$ cat config.mk
export PLATFORM = sky130hd
export DESIGN_NAME = rename_alias_table_flat
export DESIGN_NICKNAME = d
export VERILOG_FILES = /design/src/rtl/rename_alias_table_if.sv /design/src/rtl/rename_alias_table.sv /design/src/flat_wrapper.sv
export SDC_FILE = /design/constraint.sdc
export NUM_CORES = 1
export LEC_CHECK = 0
export BUFFER_PORTS_ARGS = -buffer_cell sky130_fd_sc_hd__buf_2
export CORE_UTILIZATION = 45
export CTS_BUF_LIST = sky130_fd_sc_hd__clkbuf_4
export DETAILED_ROUTE_END_ITERATION = 7
export PLACE_DENSITY = 0.69
export SLEW_MARGIN = 10
export SYNTH_ARGS = -nofsm -noshare
export SYNTH_HDL_FRONTEND = slang
export SYNTH_SLANG_ARGS = --single-unit
$ cat constraint.sdc
create_clock -name clk -period 4 [get_ports clk]
set_input_delay 0.8 -clock clk [delete_from_list [all_inputs] [get_ports clk]]
set_output_delay 0.8 -clock clk [all_outputs]
set_load 0.05 [all_outputs]
$ cat src/rtl/rename_alias_table_if.sv
// Dispatch-side bundle for the rename alias table: source lookups, rename, retire, wakeup and flush.
// Master drives the requests and reads the lookups; slave is the table.
interface rename_alias_table_if #(
    parameter int N_ARF        = 32,
    parameter int ROB_ID_WIDTH = 4,
    parameter int N_WB         = 2
);
    localparam int A  = $clog2(N_ARF);
    localparam int R  = ROB_ID_WIDTH;
    localparam int CW = $clog2(N_ARF + 1);

    logic [A-1:0]      rs1;
    logic [A-1:0]      rs2;
    logic              src1_spec;
    logic [R-1:0]      src1_rob_id;
    logic              src1_ready;
    logic              src2_spec;
    logic [R-1:0]      src2_rob_id;
    logic              src2_ready;

    logic              rename_valid;
    logic [A-1:0]      rename_rd;
    logic [R-1:0]      rename_rob_id;

    logic              retire_valid;
    logic [A-1:0]      retire_arf_id;
    logic [R-1:0]      retire_rob_id;

    logic [N_WB-1:0]   wb_valid;
    logic [N_WB*R-1:0] wb_rob_id;

    logic              flush;
    logic [CW-1:0]     spec_count;

    modport master (
        output rs1, rs2, rename_valid, rename_rd, rename_rob_id,
               retire_valid, retire_arf_id, retire_rob_id, wb_valid, wb_rob_id, flush,
        input  src1_spec, src1_rob_id, src1_ready, src2_spec, src2_rob_id, src2_ready, spec_count
    );

    modport slave (
        input  rs1, rs2, rename_valid, rename_rd, rename_rob_id,
               retire_valid, retire_arf_id, retire_rob_id, wb_valid, wb_rob_id, flush,
        output src1_spec, src1_rob_id, src1_ready, src2_spec, src2_rob_id, src2_ready, spec_count
    );
endinterface

$ cat src/rtl/rename_alias_table.sv
// Register alias table with per-entry ROB tag and ready bit; lookups are combinational (pre-update state),
// updates land on the next edge. No backpressure: every rename/retire/wakeup is accepted in its cycle.
module rename_alias_table #(
    parameter int N_ARF        = 32,
    parameter int ROB_ID_WIDTH = 4,
    parameter int N_WB         = 2,
    parameter bit BYPASS       = 1'b1
) (
    input  logic               clk,
    input  logic               rst_aL,
    rename_alias_table_if.slave rat
);
    localparam int A  = $clog2(N_ARF);
    localparam int R  = ROB_ID_WIDTH;
    localparam int CW = $clog2(N_ARF + 1);
    localparam logic [N_ARF-1:0] BIT0 = 1;

    logic [N_ARF-1:0] spec_q;
    logic [N_ARF-1:0] rdy_q;
    logic [R-1:0]     tag_q [N_ARF];
    logic [CW-1:0]    count_q;

    logic [N_ARF-1:0] wake;
    logic [N_ARF-1:0] ren_hot;
    logic [N_ARF-1:0] ret_hot;
    logic             ren_en;
    logic             ret_en;
    logic             inc;
    logic             dec;
    logic [CW-1:0]    count_d;

    function automatic logic wb_hit(input logic [R-1:0]      t,
                                    input logic [N_WB-1:0]   vld,
                                    input logic [N_WB*R-1:0] ids);
        logic hit;
        hit = 1'b0;
        for (int p = 0; p < N_WB; p++) begin
            if (vld[p] && ids[p*R +: R] == t) hit = 1'b1;
        end
        return hit;
    endfunction

    // Source lookups: x0 is forced to an always-ready architectural value.
    always_comb begin
        rat.src1_spec   = 1'b0;
        rat.src1_rob_id = '0;
        rat.src1_ready  = 1'b1;
        rat.src2_spec   = 1'b0;
        rat.src2_rob_id = '0;
        rat.src2_ready  = 1'b1;
        if (rat.rs1 != '0 && spec_q[rat.rs1]) begin
            rat.src1_spec   = 1'b1;
            rat.src1_rob_id = tag_q[rat.rs1];
            rat.src1_ready  = rdy_q[rat.rs1] ||
                              (BYPASS && wb_hit(tag_q[rat.rs1], rat.wb_valid, rat.wb_rob_id));
        end
        if (rat.rs2 != '0 && spec_q[rat.rs2]) begin
            rat.src2_spec   = 1'b1;
            rat.src2_rob_id = tag_q[rat.rs2];
            rat.src2_ready  = rdy_q[rat.rs2] ||
                              (BYPASS && wb_hit(tag_q[rat.rs2], rat.wb_valid, rat.wb_rob_id));
        end
    end

    assign rat.spec_count = count_q;

    always_comb begin
        for (int i = 0; i < N_ARF; i++) begin
            wake[i] = spec_q[i] && wb_hit(tag_q[i], rat.wb_valid, rat.wb_rob_id);
        end
    end

    always_comb begin
        ren_en  = rat.rename_valid && rat.rename_rd != '0;
        ret_en  = rat.retire_valid && rat.retire_arf_id != '0 &&
                  spec_q[rat.retire_arf_id] && tag_q[rat.retire_arf_id] == rat.retire_rob_id;
        ren_hot = ren_en ? (BIT0 << rat.rename_rd) : '0;
        ret_hot = ret_en ? (BIT0 << rat.retire_arf_id) : '0;
        inc     = ren_en && !spec_q[rat.rename_rd];
        // A rename onto the retiring entry keeps it speculative, so the count does not drop.
        dec     = ret_en && !(ren_en && rat.rename_rd == rat.retire_arf_id);
        count_d = count_q + CW'(inc) - CW'(dec);
    end

    always_ff @(posedge clk or negedge rst_aL) begin
        if (!rst_aL) begin
            spec_q  <= '0;
            rdy_q   <= '0;
            count_q <= '0;
            for (int i = 0; i < N_ARF; i++) tag_q[i] <= '0;
        end else if (rat.flush) begin
            spec_q  <= '0;
            rdy_q   <= '0;
            count_q <= '0;
            for (int i = 0; i < N_ARF; i++) tag_q[i] <= '0;
        end else begin
            count_q <= count_d;
            for (int i = 0; i < N_ARF; i++) begin
                if (ren_hot[i]) begin
                    spec_q[i] <= 1'b1;
                    tag_q[i]  <= rat.rename_rob_id;
                    rdy_q[i]  <= 1'b0;
                end else if (ret_hot[i]) begin
                    spec_q[i] <= 1'b0;
                    tag_q[i]  <= '0;
                    rdy_q[i]  <= 1'b0;
                end else if (wake[i]) begin
                    rdy_q[i]  <= 1'b1;
                end
            end
        end
    end

    always @(posedge clk) begin
        if (rst_aL && !rat.flush) begin
            assert (!(inc && !dec && count_q == CW'(N_ARF - 1)));
            assert (!(dec && !inc && count_q == '0));
        end
    end
endmodule

$ cat src/flat_wrapper.sv
// flat-port wrapper written by rule: the top's interface ports become plain ports
module rename_alias_table_flat 
#(
    parameter int N_ARF        = 32,
    parameter int ROB_ID_WIDTH = 4,
    parameter int N_WB         = 2,
    parameter bit BYPASS       = 1'b1
)
  (clk, rst_aL, rat_rs1, rat_rs2, rat_rename_valid, rat_rename_rd, rat_rename_rob_id, rat_retire_valid, rat_retire_arf_id, rat_retire_rob_id, rat_wb_valid, rat_wb_rob_id, rat_flush, rat_src1_spec, rat_src1_rob_id, rat_src1_ready, rat_src2_spec, rat_src2_rob_id, rat_src2_ready, rat_spec_count);
  rename_alias_table_if #(.N_ARF(N_ARF), .ROB_ID_WIDTH(ROB_ID_WIDTH), .N_WB(N_WB)) rat_i ();
  input  logic clk;
  input  logic rst_aL;
  input wire logic [$bits(rat_i.rs1)-1:0] rat_rs1;
  input wire logic [$bits(rat_i.rs2)-1:0] rat_rs2;
  input wire logic [$bits(rat_i.rename_valid)-1:0] rat_rename_valid;
  input wire logic [$bits(rat_i.rename_rd)-1:0] rat_rename_rd;
  input wire logic [$bits(rat_i.rename_rob_id)-1:0] rat_rename_rob_id;
  input wire logic [$bits(rat_i.retire_valid)-1:0] rat_retire_valid;
  input wire logic [$bits(rat_i.retire_arf_id)-1:0] rat_retire_arf_id;
  input wire logic [$bits(rat_i.retire_rob_id)-1:0] rat_retire_rob_id;
  input wire logic [$bits(rat_i.wb_valid)-1:0] rat_wb_valid;
  input wire logic [$bits(rat_i.wb_rob_id)-1:0] rat_wb_rob_id;
  input wire logic [$bits(rat_i.flush)-1:0] rat_flush;
  output wire logic [$bits(rat_i.src1_spec)-1:0] rat_src1_spec;
  output wire logic [$bits(rat_i.src1_rob_id)-1:0] rat_src1_rob_id;
  output wire logic [$bits(rat_i.src1_ready)-1:0] rat_src1_ready;
  output wire logic [$bits(rat_i.src2_spec)-1:0] rat_src2_spec;
  output wire logic [$bits(rat_i.src2_rob_id)-1:0] rat_src2_rob_id;
  output wire logic [$bits(rat_i.src2_ready)-1:0] rat_src2_ready;
  output wire logic [$bits(rat_i.spec_count)-1:0] rat_spec_count;
  assign rat_i.rs1 = rat_rs1;
  assign rat_i.rs2 = rat_rs2;
  assign rat_i.rename_valid = rat_rename_valid;
  assign rat_i.rename_rd = rat_rename_rd;
  assign rat_i.rename_rob_id = rat_rename_rob_id;
  assign rat_i.retire_valid = rat_retire_valid;
  assign rat_i.retire_arf_id = rat_retire_arf_id;
  assign rat_i.retire_rob_id = rat_retire_rob_id;
  assign rat_i.wb_valid = rat_wb_valid;
  assign rat_i.wb_rob_id = rat_wb_rob_id;
  assign rat_i.flush = rat_flush;
  assign rat_src1_spec = rat_i.src1_spec;
  assign rat_src1_rob_id = rat_i.src1_rob_id;
  assign rat_src1_ready = rat_i.src1_ready;
  assign rat_src2_spec = rat_i.src2_spec;
  assign rat_src2_rob_id = rat_i.src2_rob_id;
  assign rat_src2_ready = rat_i.src2_ready;
  assign rat_spec_count = rat_i.spec_count;
  rename_alias_table #(.N_ARF(N_ARF), .ROB_ID_WIDTH(ROB_ID_WIDTH), .N_WB(N_WB), .BYPASS(BYPASS)) u_core (.clk(clk), .rst_aL(rst_aL), .rat(rat_i));
endmodule
==> results.cfg <==
[yosys]
ys_types = 69
synth_flop_cell = dfrtp_1
synthCells = 1855
synth.area.top_cells = dfrtp_1, mux4_2, xor2_1
yosysTopAreaCellShare = 0.289
synth_top_cell_by_area = dfrtp_1
synth-seq-area-share = 0.289
ys_warn_count = 0
syn_area_per_cell_um2 = 9.26
syn_area_um2 = 17200
synth_edf_count = 0
synthArstFlopShare = 1.00
synth_nets = 1905
ys_seq_elements = 198

[worst_setup_path]
max_stage_delay_ns = 0.58
crit_chain = mux4_2, mux4_2, mux2i_4, xor2_1, nand2_1, or4_4, nand4_1, buf_6
crit_path_end_kind = primary output
crit_path_start = u_core.tag_q[124]$_DFFE_PN0P_
cp_common_cell = mux4_2
crit_arrival_ns = 3.53
worstSetupEndpoint = rat_src2_ready
critPathBufInv = 1
required_ns = 3.20
critPathKind = reg -> out
crit_fanout = 6
cp_top_family = multiplexers
cpMaxStageDelayCell = mux4_2
critPathLaunchType = flop
reg2reg_from = u_core.tag_q[117]$_DFFE_PN0P_
r2r_cells = 16
r2r_slack_ns = 0.12
r2r-end = u_core.rat.spec_count[4]$_DFF_PN0_
crit_cells = 8

[floorplanning]
num_io_pins = 61
dieHeight_um = 197
die_area_um2 = 38900
rows = 71
die_w_um = 197
initial_utilization = 0.457
core_um2 = 37600

[global_route]
grt_use_total = 0.384
grt_pass1_wl_mm = 109
grt_start_max_net_pins = 90
overflow = 0
antenna_found_initial = 1
first_global_vias = 16694

[placed_design]
io_buffers = 60
pre_cts_slack_ns = -0.331
hpwl_mm = 53.8
gp_congestion = 1.07

[detailed_routing]
drt_iter0_markers = 2950
avgRoutedWirePerCell_um = 28.7
final_antenna_net_count = 0
drc = 0
routed_wl_mm = 73.7
via_per_inst = 6.81
first_pass_iters = 7
via_count = 17492

[clock_tree]
worstSkewPairLatency_ns = 0.76
cts_buffers = 17
clock-sinks = 198
root_buffer = clkbuf_4
path_clk_slew_ns = 0.21
clockBufferDepth = 2
htreeDepth = 4
tritoncts = done

[layout]
multi_input_area_um2 = 11600
areaGrowthSynthToFinish_pct = 16.9
nets = 2092
fillers = 3390
seq_area_um2 = 5000
drive_gt1_frac = 0.282
fin_util = 0.534

[sta]
fmax_mhz = 231
hold_viol_final = 0
fin_ws_ns = -0.330
rsz0062_at_grt = true
skew_ns = 0.0510
fin_crit_sh = 1.08
slew_headroom = 0.227
finalSetupViolCount = 2
drv_slew = 0
fin_crit_ns = 4.33
fin_hold_ws_ns = 0.137
tightest_slew_ns = 1.16

[job]
maxCapViolCount = 0

[power]
pwr-share-comb = 0.286
powerDensity_nw_per_um2 = 220
p_seq_frac = 0.470
peakVddDrop_mv = 0.322
switching_share = 0.375
p_leak_nw = 8.28
clkPwrFrac = 0.244
p_switching_mw = 1.66
power.internal_mw = 2.76

[hold_path]
hp-class = in -> async

[outcome]
status = finished with violations
violations = setup timing
[state kept, by name (all words and copies together), names as in the netlist]
name / count
u_core.tag_q: 128
u_core.rdy_q: 32
u_core.spec_q: 32
u_core.rat.spec_count: 6
[how the worst min path moves through the flow]
stage                                    end  slack (ns)
2_1_floorplan    u_core.rdy_q[0]$_DFFE_PN0P_        0.47
3_3_place_gp     u_core.rdy_q[0]$_DFFE_PN0P_        0.52
3_5_place_dp     u_core.rdy_q[0]$_DFFE_PN0P_        0.55
4_1_cts        u_core.spec_q[30]$_DFFE_PN0P_        0.11
5_1_grt        u_core.spec_q[30]$_DFFE_PN0P_        0.17
6_report       u_core.spec_q[30]$_DFFE_PN0P_        0.14
[timing repair]
item / CTS / global route
hold endpoints to repair: 0 / 0
hold buffers: 0 / 0
buffers inserted: 33 / 7
gates resized for setup: 48 / 19
pin swaps: 3 / 5
endpoints found under the setup margin: 3 / 8
[metal layers]
layer  wire (um)  track usage  share of wire  vias up
met4        4470        0.203          0.061        0
met1       27100        0.501           0.37     8573
met3       10900        0.128           0.15      297
met5           0            0              0        -
met2       31200        0.563           0.42     1507
li1            -            -              -     7115
[layout by cell type (no fill, tap or decap), types with 5 or more instances in the layout]
master,count
buf_12,14
a22o_1,16
dfrtp_2,36
nor4_2,9
mux4_2,125
nor3_2,10
nand3_1,158
xor2_1,182
buf_4,239
and2_1,5
buf_6,5
nor3b_1,16
nor2_1,99
inv_6,5
a31oi_1,5
dfrtp_1,162
xnor2_1,98
nand4_1,24
nor2b_1,20
o22ai_1,15
a22oi_1,15
mux2_2,15
nor4_1,13
o211ai_1,7
clkbuf_4,18
nand2b_1,7
o21ai_0,126
mux2i_1,62
o2111ai_1,5
inv_1,34
o32ai_1,16
nand2_1,221
or3_1,6
buf_2,55
nor3_1,79
a21oi_1,32
a21boi_0,6
[through the flow]
| stage | cells | power (mW) | setup TNS, ns | area (um^2) |
|---|---|---|---|---|
| 2_1_floorplan | 1855 | 2.87 | -0.628 | 17300 |
| 3_3_place_gp | 2504 | 3.30 | -1.79 | 19400 |
| 3_5_place_dp | 2504 | 3.33 | -1.67 | 19400 |
| 4_1_cts | 2560 | 4.40 | -0.504 | 20000 |
| 5_1_grt | 2567 | 4.57 | -0.719 | 20100 |
| 6_report | 2567 | 4.42 | -0.544 | 20100 |
[worst reg2reg max path: stages (launching register included)]
cell and delay [ns]:
dfrtp_2 0.53, buf_4 0.17, mux4_2 0.43, mux4_2 0.56
xnor2_2 0.23, o22ai_4 0.09, a2111oi_1 0.33, buf_4 0.21
ha_1 0.13, inv_1 0.04, ha_2 0.18, fa_2 0.35
a21oi_2 0.12, nor2_1 0.04, nor2_1 0.13, xor2_1 0.15
nor2_1 0.06
[cell families (layout without fill, tap and decap cells)]
kind of cell,count (synthesis),in the layout,synth area share
adder cells (fa/ha/maj),7,7,0.00554
flip-flops,198,198,0.289
other,0,1,0
multiplexers,212,212,0.216
XOR/XNOR,281,281,0.143
AND/OR/NAND/NOR,683,683,0.193
buffers and inverters,186,386,0.0474
AO/OA/AOI/OAI,288,288,0.106
[cell type report]
cell class / instances / area share
Antenna cell: 1 / 0.000125
Clock buffer: 18 / 0.00673
Clock inverter: 14 / 0.00586
Inverter: 39 / 0.00742
Multi-Input combinational cell: 1471 / 0.578
Sequential cell: 198 / 0.249
Tap cell: 511 / 0.0318
Timing Repair Buffer: 315 / 0.121
[cells in the mapped netlist, types with 7 or more instances]
| library cell | number |
|---|---|
| nand2_1 | 221 |
| dfrtp_1 | 198 |
| xor2_1 | 182 |
| nand3_1 | 158 |
| o21ai_0 | 131 |
| mux4_2 | 125 |
| nor2_1 | 99 |
| xnor2_1 | 99 |
| clkbuf_1 | 91 |
| nor3_1 | 79 |
| mux2i_1 | 70 |
| a21oi_1 | 36 |
| inv_1 | 36 |
| buf_2 | 27 |
| nand4_1 | 24 |
| buf_1 | 20 |
| nor2b_1 | 20 |
| a22o_1 | 16 |
| nor3b_1 | 16 |
| o22ai_1 | 16 |
| o32ai_1 | 16 |
| a22oi_1 | 15 |
| mux2_2 | 15 |
| nor4_1 | 13 |
| nor3_2 | 10 |
| nor4_2 | 9 |
| nand2b_1 | 7 |
| o2111ai_1 | 7 |
| o211ai_1 | 7 |
| or3_1 | 7 |
[power by group through the flow]
stage | Combinational, mW | Clock (mW) | Sequential (mW)
2_1_floorplan | 0.704 | 0 | 2.16
4_1_cts | 1.23 | 1.10 | 2.07
6_report | 1.27 | 1.08 | 2.08
5_1_grt | 1.33 | 1.16 | 2.08
3_5_place_dp | 1.21 | 0 | 2.11
3_3_place_gp | 1.19 | 0 | 2.11
Power figures use the tool's default switching activity.
